$ cat src/rtl/mem_cmd_responder_if.sv
// Command/response bundle between the front-panel I/O controller (master)
// and the memory-side responder (slave).
interface mem_cmd_responder_if #(
  parameter int unsigned DATA_W = 16
);
  logic [1:0]        modeOutput;
  logic [24:0]       memoryAddress;
  logic [DATA_W-1:0] ioDataOut;
  logic              ioDone;
  logic              memDone;
  logic [DATA_W-1:0] memOut;
  logic              errFlag;

  modport master (
    output modeOutput, memoryAddress, ioDataOut, ioDone,
    input  memDone, memOut, errFlag
  );

  modport slave (
    input  modeOutput, memoryAddress, ioDataOut, ioDone,
    output memDone, memOut, errFlag
  );
endinterface

$ cat src/rtl/mem_cmd_responder.sv
// Memory-side responder: executes clear/read/write commands on an internal word RAM.
// Optional MEM_OOR_EN: reject addresses >= DEPTH and raise a sticky errFlag.
module mem_cmd_responder #(
  parameter int unsigned ADDR_W = 4,
  parameter int unsigned DATA_W = 16
) (
  input  logic                 clk,
  input  logic                 rst_n,
  mem_cmd_responder_if.slave   bus
);
  localparam int unsigned DEPTH = 2 ** ADDR_W;

  typedef enum logic [2:0] {IDLE, WRITE, RD_ADDR, RD_DATA, CLEAR} state_t;

  state_t            state_q;
  logic              io_done_q;
  logic              mem_done_q;
  logic [DATA_W-1:0] mem_out_q;
  logic [DATA_W-1:0] data_q;
  logic [DATA_W-1:0] rd_data_q;
  logic [ADDR_W-1:0] addr_q;
  logic [ADDR_W-1:0] cnt_q;
  logic [DATA_W-1:0] ram [DEPTH];

  logic              req;
  logic              ram_we;
  logic [ADDR_W-1:0] ram_waddr;
  logic [DATA_W-1:0] ram_wdata;

`ifdef MEM_OOR_EN
  logic oor;
  logic oor_q;
  logic err_q;
  assign oor         = |bus.memoryAddress[24:ADDR_W];
  assign bus.errFlag = err_q;
`else
  logic unused_addr_hi;
  assign unused_addr_hi = ^bus.memoryAddress[24:ADDR_W];
  assign bus.errFlag    = 1'b0;
`endif

  assign req         = bus.ioDone & ~io_done_q;
  assign bus.memDone = mem_done_q;
  assign bus.memOut  = mem_out_q;

  always_comb begin
    ram_we    = 1'b0;
    ram_waddr = addr_q;
    ram_wdata = data_q;
    if (state_q == WRITE) begin
`ifdef MEM_OOR_EN
      ram_we = ~oor_q;
`else
      ram_we = 1'b1;
`endif
    end else if (state_q == CLEAR) begin
      ram_we    = 1'b1;
      ram_waddr = cnt_q;
      ram_wdata = '0;
    end
  end

  always_ff @(posedge clk) begin
    if (ram_we) ram[ram_waddr] <= ram_wdata;
    if (state_q == RD_ADDR) rd_data_q <= ram[addr_q];
  end

  always_ff @(posedge clk or negedge rst_n) begin
    if (!rst_n) begin
      state_q    <= IDLE;
      io_done_q  <= 1'b0;
      mem_done_q <= 1'b1;
      mem_out_q  <= '0;
      data_q     <= '0;
      addr_q     <= '0;
      cnt_q      <= '0;
`ifdef MEM_OOR_EN
      oor_q      <= 1'b0;
      err_q      <= 1'b0;
`endif
    end else begin
      io_done_q <= bus.ioDone;
      case (state_q)
        IDLE: begin
          if (req && bus.modeOutput != 2'b11) begin
            addr_q     <= bus.memoryAddress[ADDR_W-1:0];
            data_q     <= bus.ioDataOut;
            mem_done_q <= 1'b0;
`ifdef MEM_OOR_EN
            // Rejected commands reuse WRITE as a one-cycle acknowledge with the write masked.
            oor_q <= oor;
            if (oor) err_q <= 1'b1;
            if (oor) state_q <= WRITE;
            else
`endif
            case (bus.modeOutput)
              2'b10:   state_q <= WRITE;
              2'b01:   state_q <= RD_ADDR;
              default: begin
                state_q <= CLEAR;
                cnt_q   <= '0;
              end
            endcase
          end
        end
        WRITE: begin
          state_q    <= IDLE;
          mem_done_q <= 1'b1;
        end
        RD_ADDR: state_q <= RD_DATA;
        RD_DATA: begin
          mem_out_q  <= rd_data_q;
          state_q    <= IDLE;
          mem_done_q <= 1'b1;
        end
        CLEAR: begin
          cnt_q <= cnt_q + ADDR_W'(1);
          if (cnt_q == '1) begin
            state_q    <= IDLE;
            mem_done_q <= 1'b1;
            mem_out_q  <= '0;
`ifdef MEM_OOR_EN
            err_q      <= 1'b0;
`endif
          end
        end
        default: state_q <= IDLE;
      endcase
    end
  end
endmodule

$ cat src/flat_wrapper.sv
// flat-port wrapper written by rule: the top's interface ports become plain ports
module mem_cmd_responder_flat 
#(
  parameter int unsigned ADDR_W = 4,
  parameter int unsigned DATA_W = 16
)
  (clk, rst_n, bus_modeOutput, bus_memoryAddress, bus_ioDataOut, bus_ioDone, bus_memDone, bus_memOut, bus_errFlag);
  mem_cmd_responder_if #(.DATA_W(DATA_W)) bus_i ();
  input  logic clk;
  input  logic rst_n;
  input wire logic [$bits(bus_i.modeOutput)-1:0] bus_modeOutput;
  input wire logic [$bits(bus_i.memoryAddress)-1:0] bus_memoryAddress;
  input wire logic [$bits(bus_i.ioDataOut)-1:0] bus_ioDataOut;
  input wire logic [$bits(bus_i.ioDone)-1:0] bus_ioDone;
  output wire logic [$bits(bus_i.memDone)-1:0] bus_memDone;
  output wire logic [$bits(bus_i.memOut)-1:0] bus_memOut;
  output wire logic [$bits(bus_i.errFlag)-1:0] bus_errFlag;
  assign bus_i.modeOutput = bus_modeOutput;
  assign bus_i.memoryAddress = bus_memoryAddress;
  assign bus_i.ioDataOut = bus_ioDataOut;
  assign bus_i.ioDone = bus_ioDone;
  assign bus_memDone = bus_i.memDone;
  assign bus_memOut = bus_i.memOut;
  assign bus_errFlag = bus_i.errFlag;
  mem_cmd_responder #(.ADDR_W(ADDR_W), .DATA_W(DATA_W)) u_core (.clk(clk), .rst_n(rst_n), .bus(bus_i));
endmodule
$ cat config.mk
export PLATFORM = sky130hd
export DESIGN_NAME = mem_cmd_responder_flat
export DESIGN_NICKNAME = d
export VERILOG_FILES = /design/src/rtl/mem_cmd_responder_if.sv /design/src/rtl/mem_cmd_responder.sv /design/src/flat_wrapper.sv
export SDC_FILE = /design/constraint.sdc
export NUM_CORES = 1
export LEC_CHECK = 0
export BUFFER_PORTS_ARGS = -buffer_cell sky130_fd_sc_hd__buf_2
export CAP_MARGIN = 20
export CORE_MARGIN = 4
export CORE_UTILIZATION = 60
export CTS_CLUSTER_DIAMETER = 150
export DETAILED_ROUTE_END_ITERATION = 10
export PLACE_DENSITY = 0.79
export SYNTH_ARGS = -nofsm -noshare
export SYNTH_HDL_FRONTEND = slang
export SYNTH_SLANG_ARGS = --single-unit
$ cat constraint.sdc
create_clock -name clk -period 8.2 [get_ports clk]
set_input_delay 0.82 -clock clk [delete_from_list [all_inputs] [get_ports clk]]
set_output_delay 0.82 -clock clk [all_outputs]
set_load 0.01 [all_outputs]
======== Word level (Yosys, flattened, before mapping) ========
Memory sizes are Yosys's and may differ from the RTL's. A register that Yosys moved wholly into a read port is not among the register bits.
Cells that the tools add are included.
operators by class
  mux-type cells .......................... 20
  add/subtract/negate cells ............... 1
  reduce and logical (&&, ||, !) cells .... 12
  equality and inequality tests ........... 11
  bitwise logic cells ..................... 2
operator list
  cell                                                                      count
  16-bit 2-to-1 mux                                                         3
  16-bit case mux with 2 select lines                                       1
  4-bit 2-to-1 mux                                                          4
  3-bit case mux with 3 select lines                                        1
  4-bit case mux with 2 select lines                                        1
  3-bit by 2-bit == test with 1-bit output (second input constant)          2
  1-bit 2-to-1 mux                                                          6
  3-bit 2-to-1 mux                                                          2
  2-bit inequality test (second input constant)                             3
  3-bit case mux with 2 select lines                                        1
  2-bit AND reduction                                                       3
  3-bit AND reduction                                                       2
  4-bit by 1-bit adder with 4-bit output (second input constant)            1
  4-bit == test (second input constant)                                     1
  2-bit nonzero test                                                        2
  2-bit OR reduction                                                        2
  3-bit by 1-bit == test with 1-bit output (second input constant)          1
  3-bit == test (second input constant)                                     1
  3-bit logical NOT                                                         1
  1-bit case mux with 3 select lines                                        1
  3-bit nonzero test                                                        1
  2-bit by 1-bit == test with 1-bit output (second input constant)          1
  2-bit == test (second input constant)                                     1
  2-bit by 1-bit inequality test with 1-bit output (second input constant)  1
  other kinds (3)                                                           3
word-level totals
  RAM bits ................................ 256
  memories kept ........................... 1
  input bits .............................. 46
  bits in registers ....................... 45
memories
  memory      depth  width  read ports  clocked after Yosys merged registers in  write ports  RTL line                 RTL
  u_core.ram  16     16     1           1                                        1            mem_cmd_responder.sv:23  logic [DATA_W-1:0] ram [DEPTH];

======== Depth between registers and ports, before layout ========
Gate-level depths: netlist of the first run.
  depth after elaboration ................. 5
  depth in mapped cells ................... 6

======== Least setup slack after synthesis of the first run ========
No wires, ideal clock.
  path kind ............................... register -> register
  from .................................... register u_core.state_q[1]
  to ...................................... memory u_core.ram[6][0] (enable)
  library setup time ...................... 430 ps
  setup slack ............................. 4,890 ps
  path buffers ............................ 2
  clock period less this slack ............ 3,310 ps
  stages on the path, launching flop included .. 6
  data arrival time ....................... 2,880 ps
  cells stage by stage .................... dfrtp_1 buf_6 nor3b_4 buf_6 mux2_2 nor4_1
on the way
  longest elaborated chain between the ends .. 5
RTL lines
  element                                 RTL line                 RTL
  from (decl)                             mem_cmd_responder.sv:15  state_t state_q;
  from (signal assigned)                  mem_cmd_responder.sv:70  state_q <= IDLE;
  from (signal assigned)                  mem_cmd_responder.sv:97  2'b10: state_q <= WRITE;
  from (signal assigned)                  mem_cmd_responder.sv:98  2'b01: state_q <= RD_ADDR;
  3-bit == test                           mem_cmd_responder.sv:56  end else if (state_q == CLEAR) begin
  1-bit 2-to-1 mux                        mem_cmd_responder.sv:56
  1-bit 2-to-1 mux                        mem_cmd_responder.sv:50  if (state_q == WRITE) begin
  1-bit 2-to-1 mux                        mem_cmd_responder.sv:64  if (ram_we) ram[ram_waddr] <= ram_wdata;
  1-bit 2-to-1 mux (implied by the code)  mem_cmd_responder.sv:64
  to (decl)                               mem_cmd_responder.sv:23
Parallel ways exist; a longest one is shown, timed or not.

======== Worst setup path in the final report of the first run ========
  from .................................... register u_core.addr_q[0]
  to ...................................... memory u_core.ram[13][13] (enable)
on the way
  longest elaborated chain between the ends .. 2
RTL lines
  element                 RTL line                 RTL
  from (decl)             mem_cmd_responder.sv:21  logic [ADDR_W-1:0] addr_q;
  from (signal assigned)  mem_cmd_responder.sv:86  addr_q <= bus.memoryAddress[ADDR_W-1:0];
  4-bit 2-to-1 mux        mem_cmd_responder.sv:56
  4-bit 2-to-1 mux (*)    mem_cmd_responder.sv:50
Mark *: on every way between the ends. The rest lies on a longest branch, timed or not.

==> load_flow_metrics.sql, run 1 <==
INSERT INTO impl_metrics (metric_group, metric, value, unit) VALUES
('status', 'run_status', 'complete, no violations', ''),
('route', 'route.antenna.remaining_nets', '0', ''),
('placement', 'post-dp-hpwl', '14.1', 'mm'),
('worst_setup_path', 'timing.critical_path.fanout_max', '39', ''),
('route', 'routed-via-count', '6122', ''),
('route', 'met3_routed_length', '2.05', 'mm'),
('clock_network', 'cts_buffers', '31', ''),
('grt', 'antenna_found_initial', '0', ''),
('worst_setup_path', 'max_stage_delay', '0.80', 'ns'),
('clock_network', 'clockBufferDepth', '3', ''),
('cells_and_area', 'drive_gt1_share', '33.2', '%'),
('worst_setup_path', 'cp_num_buf_inv', '2', ''),
('clock_network', 'postCtsHoldBufs', '0', ''),
('synth', 'synth-async-reset-ratio', '14.2', '%'),
('grt', 'largest_net_degree_at_the_start_of_global_routing', '46', ''),
('worst_hold_path', 'hold_class', 'input pin to async pin', ''),
('worst_setup_path', 'crit_path_launch_type', 'flop', ''),
('clock_network', 'cts-resized-gates', '0', ''),
('worst_setup_path', 'timing.critical_path.mode_cell', 'buf_4', ''),
('grt', 'groute.usage.overall', '23.4', '%'),
('clock_network', 'cts-htree-levels', '1', ''),
('floorplan', 'fp-row-count', '51', ''),
('route', 'topRoutingLayerUsed', 'met4', ''),
('route', 'wl_met2', '13.0', 'mm'),
('synth', 'synth_compound_gate_area_share', '3.94', '%'),
('worst_setup_path', 'crit_required', '8.42', 'ns'),
('clock_network', 'worst_setup_hold_path_clk_slew', '0.06', 'ns'),
('timing', 'maxSlewViolCount', '0', ''),
('grt', 'first_global_vias', '6254', ''),
('synth', 'avgSynthCellArea', '20.7', 'µm²'),
('worst_setup_path', 'critical_path.cell_chain', 'buf_4 > mux2i_2 > nor4_2 > buf_4', ''),
('power', 'leakage_power', '0.00479', 'µW'),
('grt', 'total_global_routing_overflow', '0', ''),
('placement', 'place_congestion', '0.720', ''),
('floorplan', 'chip_height', '151', 'µm'),
('synth', 'post_synth_num_cell_types', '42', ''),
('clock_network', 'cts_tree', 'done', ''),
('floorplan', 'io_pins', '64', ''),
('power', 'post-layout-total-power', '5350', 'µW'),
('timing', 'clock_skew', '0.00957', 'ns'),
('route', 'route.layer.met1.wl', '10.4', 'mm'),
('timing', 'totalNegativeSetupSlack', '0', 'ns'),
('timing', 'tightestPinTransition', '1.14', 'ns'),
('power', 'power_per_cell_area', '383', 'nW/µm²'),
('cells_and_area', 'fill_cells', '1175', ''),
('synth', 'synth_top_family_by_area', 'multiplexers', ''),
('cells_and_area', 'antenna_cells', '0', ''),
('floorplan', 'chipWidth', '151', 'µm'),
('synth', 'main_synth_ff_type', 'edfxtp_1', ''),
('synth', 'syn-instance-count', '590', ''),
('timing', 'hold_viol', '0', ''),
('power', 'ir_worst_vdd', '0.259', 'mV'),
('clock_network', 'clk-insertion-delay-late', '0.55', 'ns'),
('flow_run', 'max_cap_violations', '0', ''),
('synth', 'seq_area_frac_synth', '76.0', '%'),
('timing', 'setup-violations-final', '0', ''),
('route', 'detail_route.drc_violations', '0', ''),
('floorplan', 'initial_core_util', '61.8', '%'),
('timing', 'period_minus_ws_final', '3.05', 'ns'),
('route', 'first_pass_iters', '5', ''),
('synth', 'post_synthesis_net_count', '640', ''),
('route', 'route.detailed.vias_per_inst', '6.50', ''),
('worst_setup_path', 'timing.rr.end', 'u_core.ram[13][13]', ''),
('route', 'route.detailed.wl_per_inst', '27.7', 'µm'),
('route', 'drt-total-wl', '26.1', 'mm'),
('clock_network', 'post_cts_setup_buffer_count', '0', ''),
('worst_setup_path', 'path_delay_family', 'buffers and inverters', ''),
('worst_setup_path', 'cp_data_arrival_time', '3.27', 'ns'),
('cells_and_area', 'area_growth', '14.2', '%'),
('worst_setup_path', 'worst-r2r-setup-slack', '5.15', 'ns'),
('synth', 'synth-simple-area-share', '3.44', '%');
[report_power, final]
part	switching, µW	total [µW]	internal [µW]
logic	832	1410	575
clock network	583	1480	900
registers	198	2460	2260
total	1610	5350	3740
[cell type report]
| class | instances | area (µm²) | share of cell area [%] |
|---|---|---|---|
| clock inverter | 20 | 256 | 1.84 |
| tap | 265 | 332 | 2.37 |
| multi-input combinational | 235 | 2840 | 20.4 |
| sequential | 317 | 9300 | 66.6 |
| inverter | 4 | 15.0 | 0.107 |
| timing repair buffer | 63 | 403 | 2.88 |
| clock buffer | 38 | 822 | 5.88 |
[cell usage in the layout (no fill, tap or decap), types with 3 or more instances in the layout]
cell | Yosys | layout
edfxtp_1 | 272 | 272
mux4_2 | 64 | 64
dfrtp_1 | 44 | 42
buf_2 | 11 | 41
a22oi_1 | 32 | 32
clkbuf_16 | 0 | 31
mux2_2 | 24 | 24
buf_4 | 2 | 20
nand2_1 | 19 | 19
and2_1 | 17 | 17
nor4_2 | 0 | 16
a22o_1 | 16 | 16
clkinv_1 | 0 | 6
bufinv_16 | 0 | 6
clkbuf_1 | 15 | 5
inv_1 | 4 | 4
ha_1 | 4 | 4
clkinv_2 | 0 | 4
a21o_1 | 3 | 3
mux2i_1 | 3 | 3
and3_1 | 3 | 3
a21oi_1 | 3 | 3
inv_6 | 0 | 3
[worst max path at each step]
stage                      start                 end  slack (ns)  cells after the start
2_1_floorplan  u_core.state_q[1]    u_core.ram[6][0]        4.89                      5
3_3_place_gp   bus_modeOutput[0]   u_core.data_q[10]        5.09                      5
3_5_place_dp   bus_modeOutput[0]   u_core.data_q[12]        4.91                      5
4_1_cts         u_core.addr_q[0]    u_core.ram[1][3]        5.06                      4
5_1_grt         u_core.addr_q[0]    u_core.ram[1][3]        4.85                      4
6_report        u_core.addr_q[0]  u_core.ram[13][13]        5.15                      4
[Yosys cell counts (all sizes together), types with 2 or more instances]
cell type | number | area (µm²)
ha | 4 | 50.1
dfrtp | 44 | 1100
a21oi | 4 | 23.8
clkbuf | 15 | 56.3
mux4 | 64 | 1440
nand2 | 19 | 71.3
nor3 | 2 | 10.0
inv | 4 | 15.0
mux2 | 24 | 270
nor2 | 3 | 11.3
a22o | 16 | 140
nor2b | 3 | 18.8
edfxtp | 272 | 8170
and2 | 17 | 106
o21ai | 2 | 10.0
nand3b | 2 | 15.0
a22oi | 32 | 240
buf | 19 | 130
a21o | 3 | 22.5
nand2b | 2 | 12.5
nor4 | 16 | 100
and3 | 3 | 18.8
nor3b | 3 | 33.8
mux2i | 5 | 57.6
[cell families (layout without fill, tap and decap cells)]
| family | count (synthesis) | after routing |
|---|---|---|
| xor+xnor | 1 | 1 |
| buf+inv | 38 | 125 |
| fa+ha+maj | 4 | 4 |
| compound gates | 63 | 63 |
| mux | 93 | 93 |
| simple gates | 73 | 73 |
| other cells | 1 | 1 |
| flops | 317 | 317 |
[metal layers]
layer | vias to the layer above | global-route usage (%)
li1 | 2555 | -
met1 | 3158 | 34.8
met2 | 358 | 38.0
met3 | 51 | 3.02
met4 | 0 | 5.62
met5 | - | 0
[state kept, by name, summed over array words and instances (netlist names)]
signal	cells
u_core.state_q	3
u_core.bus.memOut	16
u_core.ram	256
u_core.io_done_q	1
u_core.addr_q	4
u_core.rd_data_q	16
u_core.cnt_q	4
u_core.bus.memDone	1
u_core.data_q	16
[stage by stage]
step / cells / area [µm²] / hold slack, ns / setup WS (ns) / utilization (%)
after floorplan: 590 / 12200 / 0.449 / 4.89 / -
after global placement: 882 / 12800 / 0.457 / 5.09 / 64.9
after detailed placement: 882 / 12800 / 0.461 / 4.91 / 64.9
after CTS: 940 / 13900 / 0.391 / 5.06 / 70.4
after global routing: 942 / 14000 / 0.247 / 4.85 / 70.6
final: 942 / 14000 / 0.238 / 5.15 / 70.6
Power figures use the tool's default switching activity.
==> run 2, diff against run 1 <==
==> constraint.sdc (replaced) <==
create_clock -name clk -period 3 [get_ports clk]
set_input_delay 0.3 -clock clk [delete_from_list [all_inputs] [get_ports clk]]
set_output_delay 0.3 -clock clk [all_outputs]
set_load 0.01 [all_outputs]
==> run 2 against run 1 <==
Effect of this change:
- combinational power grew to 3.0 times the previous value
- sequential share of layout area shrank 1.3 points
- clock-buffer cell count shrank 6
- clock skew grew 0.0079 ns
- final area grew 2.0%
- first-iteration DRC count grew 17%
- setup slack lost 4.9 ns
- flip-flop and latch count is the same
- worst hold slack lost 0.23 ns
- clock power grew to 2.7 times the previous value
- register-to-register slack lost 4.9 ns
- critical path depth is the same
==> load_flow_metrics.sql, run 2 (synthesis results as in run 1) <==
INSERT INTO impl_metrics (metric_group, metric, value, unit) VALUES
('clock_network', 'worst_setup_hold_path_clk_slew', '0.06', 'ns'),
('status', 'run_status', 'complete, no violations', ''),
('floorplan', 'initial_core_util', '61.8', '%'),
('power', 'power_share_of_the_sequential_group', '44.7', '%'),
('power', 'leakage_power', '0.00492', 'µW'),
('placement', 'post-dp-hpwl', '15.4', 'mm'),
('cells_and_area', 'registers.top_by_ff_count', 'u_core.ram', ''),
('worst_setup_path', 'cp_data_arrival_time', '2.97', 'ns'),
('clock_network', 'clockBufferDepth', '3', ''),
('worst_setup_path', 'cell_with_the_biggest_individual_delay_on_the_critical_path', 'nor3b_4', ''),
('placement', 'place_congestion', '0.796', ''),
('route', 'first_pass_iters', '6', ''),
('power', 'total_switching_power', '4650', 'µW'),
('timing', 'rsz0062_at_grt', 'false', ''),
('worst_hold_path', 'hold_class', 'input pin to flop', ''),
('worst_setup_path', 'rr_worst_depth', '4', ''),
('clock_network', 'clock_sinks', '317', ''),
('timing', 'hold_slack', '0.00698', 'ns'),
('floorplan', 'io_pins', '64', ''),
('grt', 'first_global_vias', '6621', ''),
('grt', 'antenna_found_initial', '0', ''),
('clock_network', 'cts-resized-gates', '0', ''),
('route', 'route.detailed.wl_per_inst', '28.2', 'µm'),
('power', 'power_per_cell_area', '1040', 'nW/µm²'),
('worst_setup_path', 'worstSetupPathType', 'flop to flop', ''),
('timing', 'period_minus_ws_final', '2.72', 'ns'),
('worst_setup_path', 'timing.rr.end', 'u_core.ram[2][13]', ''),
('worst_hold_path', 'min_from', 'bus_memoryAddress[2]', ''),
('route', 'detail_route.drc_violations', '0', ''),
('cells_and_area', 'largest_reg_flops', '256', ''),
('timing', 'clock_skew', '0.0175', 'ns'),
('timing', 'fmax', '367', 'MHz'),
('floorplan', 'fp-row-count', '51', ''),
('cells_and_area', 'layout_common_cells', 'edfxtp_1 (272), mux4_2 (64), dfrtp_1 (42)', ''),
('route', 'drt-total-wl', '27.3', 'mm'),
('timing', 'tightestPinTransition', '0.882', 'ns'),
('floorplan', 'chip_height', '151', 'µm'),
('worst_hold_path', 'worstHoldPathCells', '2', ''),
('grt', 'largest_net_degree_at_the_start_of_global_routing', '42', ''),
('power', 'post-layout-total-power', '14900', 'µW'),
('worst_setup_path', 'crit_path_launch_type', 'flop', ''),
('worst_setup_path', 'worstSetupEndpoint', 'u_core.ram[2][13]', ''),
('worst_setup_path', 'crit_required', '3.24', 'ns'),
('worst_setup_path', 'timing.critical_path.fanout_max', '11', ''),
('clock_network', 'cts-htree-levels', '1', ''),
('flow_run', 'max_cap_violations', '0', ''),
('clock_network', 'clk-insertion-delay-late', '0.56', 'ns'),
('power', 'internal_power', '10200', 'µW'),
('timing', 'maxSlewViolCount', '0', ''),
('cells_and_area', 'commonest_non_fill_non_tap_cell_in_the_layout', 'edfxtp_1', ''),
('timing', 'setup-violations-final', '0', ''),
('worst_setup_path', 'worst-r2r-setup-slack', '0.28', 'ns'),
('worst_setup_path', 'regToRegStartpoint', 'u_core.state_q[2]', ''),
('route', 'routed-via-count', '6298', ''),
('worst_setup_path', 'setup.worst_path.start', 'u_core.state_q[2]', ''),
('power', 'pwr-share-comb', '28.5', '%'),
('clock_network', 'ctsRootBufferMaster', 'clkbuf_16', ''),
('cells_and_area', 'finish.utilization', '72.0', '%'),
('route', 'dr.first_iter.drc_count', '743', ''),
('route', 'route.antenna.remaining_nets', '0', ''),
('cells_and_area', 'antenna_cells', '0', ''),
('cells_and_area', 'drive_gt1_share', '34.1', '%'),
('placement', 'port_buffers', '41', ''),
('worst_setup_path', 'max_stage_delay', '0.58', 'ns'),
('timing', 'final_min_period_over_clock_period', '90.8', '%'),
('grt', 'groute.usage.overall', '24.9', '%'),
('power', 'power_switching_share', '31.3', '%'),
('timing', 'final_critical_path_setup_slack', '0.276', 'ns'),
('power', 'power.share.clock', '26.8', '%'),
('cells_and_area', 'finish.net_count', '731', ''),
('route', 'route.detailed.vias_per_inst', '6.50', ''),
('timing', 'totalNegativeSetupSlack', '0', 'ns'),
('floorplan', 'die-area', '22700', 'µm²'),
('grt', 'grt_first_pass_wirelength', '41.2', 'mm'),
('worst_setup_path', 'critical_path.cell_chain', 'nor3b_4 > mux2_2 > nor4_2 > buf_4', ''),
('cells_and_area', 'area_growth', '16.5', '%'),
('worst_setup_path', 'category_of_the_worst_setup_path_capture_point', 'flop', ''),
('timing', 'hold_viol', '0', ''),
('clock_network', 'cts_tree', 'done', ''),
('power', 'ir_worst_vdd', '0.677', 'mV'),
('clock_network', 'cts_buffers', '29', ''),
('grt', 'total_global_routing_overflow', '0', ''),
('floorplan', 'floorplan.core_area', '19800', 'µm²'),
('floorplan', 'chipWidth', '151', 'µm'),
('timing', 'max_slew_margin', '41.2', '%'),
('placement', 'worst_setup_slack_post_dpl', '0.310', 'ns');
==> run 2: worst max-delay path: cells and delay by family (launching register included) <==
family	cells	cell delay, ns
buf+inv	1	0.31
flops	1	0.52
simple gates	2	1.04
mux	1	0.54
==> run 2: worst min path at each step <==
| stage | endpoint | slack [ns] |
|---|---|---|
| finish | u_core.addr_q[2] | 0.007 |
| global route | u_core.addr_q[2] | 0.003 |
| CTS | u_core.data_q[4] | 0.002 |
| detailed placement | u_core.bus.memOut[14] | 0.28 |
| global placement | u_core.bus.memOut[15] | 0.27 |
| floorplan | u_core.addr_q[0] | 0.004 |
==> run 2: final cells by class <==
cell class / instances / area (µm²)
Timing Repair Buffer: 94 / 676
Clock inverter: 22 / 293
Tap cell: 265 / 332
Clock buffer: 32 / 757
Fill cell: 1134 / 5540
Sequential cell: 317 / 9300
Inverter: 4 / 15.0
Multi-Input combinational cell: 235 / 2870
==> run 2: power groups by stage <==
| stage | combinational, µW | sequential (µW) | clock (µW) |
|---|---|---|---|
| after global placement | 3910 | 6660 | 0 |
| final | 4240 | 6640 | 3980 |
| after detailed placement | 4120 | 6720 | 0 |
| after floorplan | 2890 | 6490 | 0 |
| after CTS | 4210 | 6640 | 4020 |
| after global routing | 4520 | 6710 | 4240 |
==> run 2: stage by stage <==
step	area [µm²]	instances
2_1_floorplan	12300	590
3_3_place_gp	13000	896
3_5_place_dp	13000	896
4_1_cts	14200	968
5_1_grt	14200	969
6_report	14200	969
==> run 2: metal layers <==
metal  share of wire, %  up-vias  global-route usage [%]  routed length, µm
li1                   -     2608                       -                  -
met1                 37     3286                    34.3              10100
met2                 52      340                    42.0              14200
met3                8.1       64                    3.65               2200
met4                3.2        0                    7.98                882
met5                  0        -                       0                  0
==> run 2: timing repair <==
item	CTS	global route
hold buffers	18	1
buffers inserted	0	0
endpoints found under the hold margin	34	1
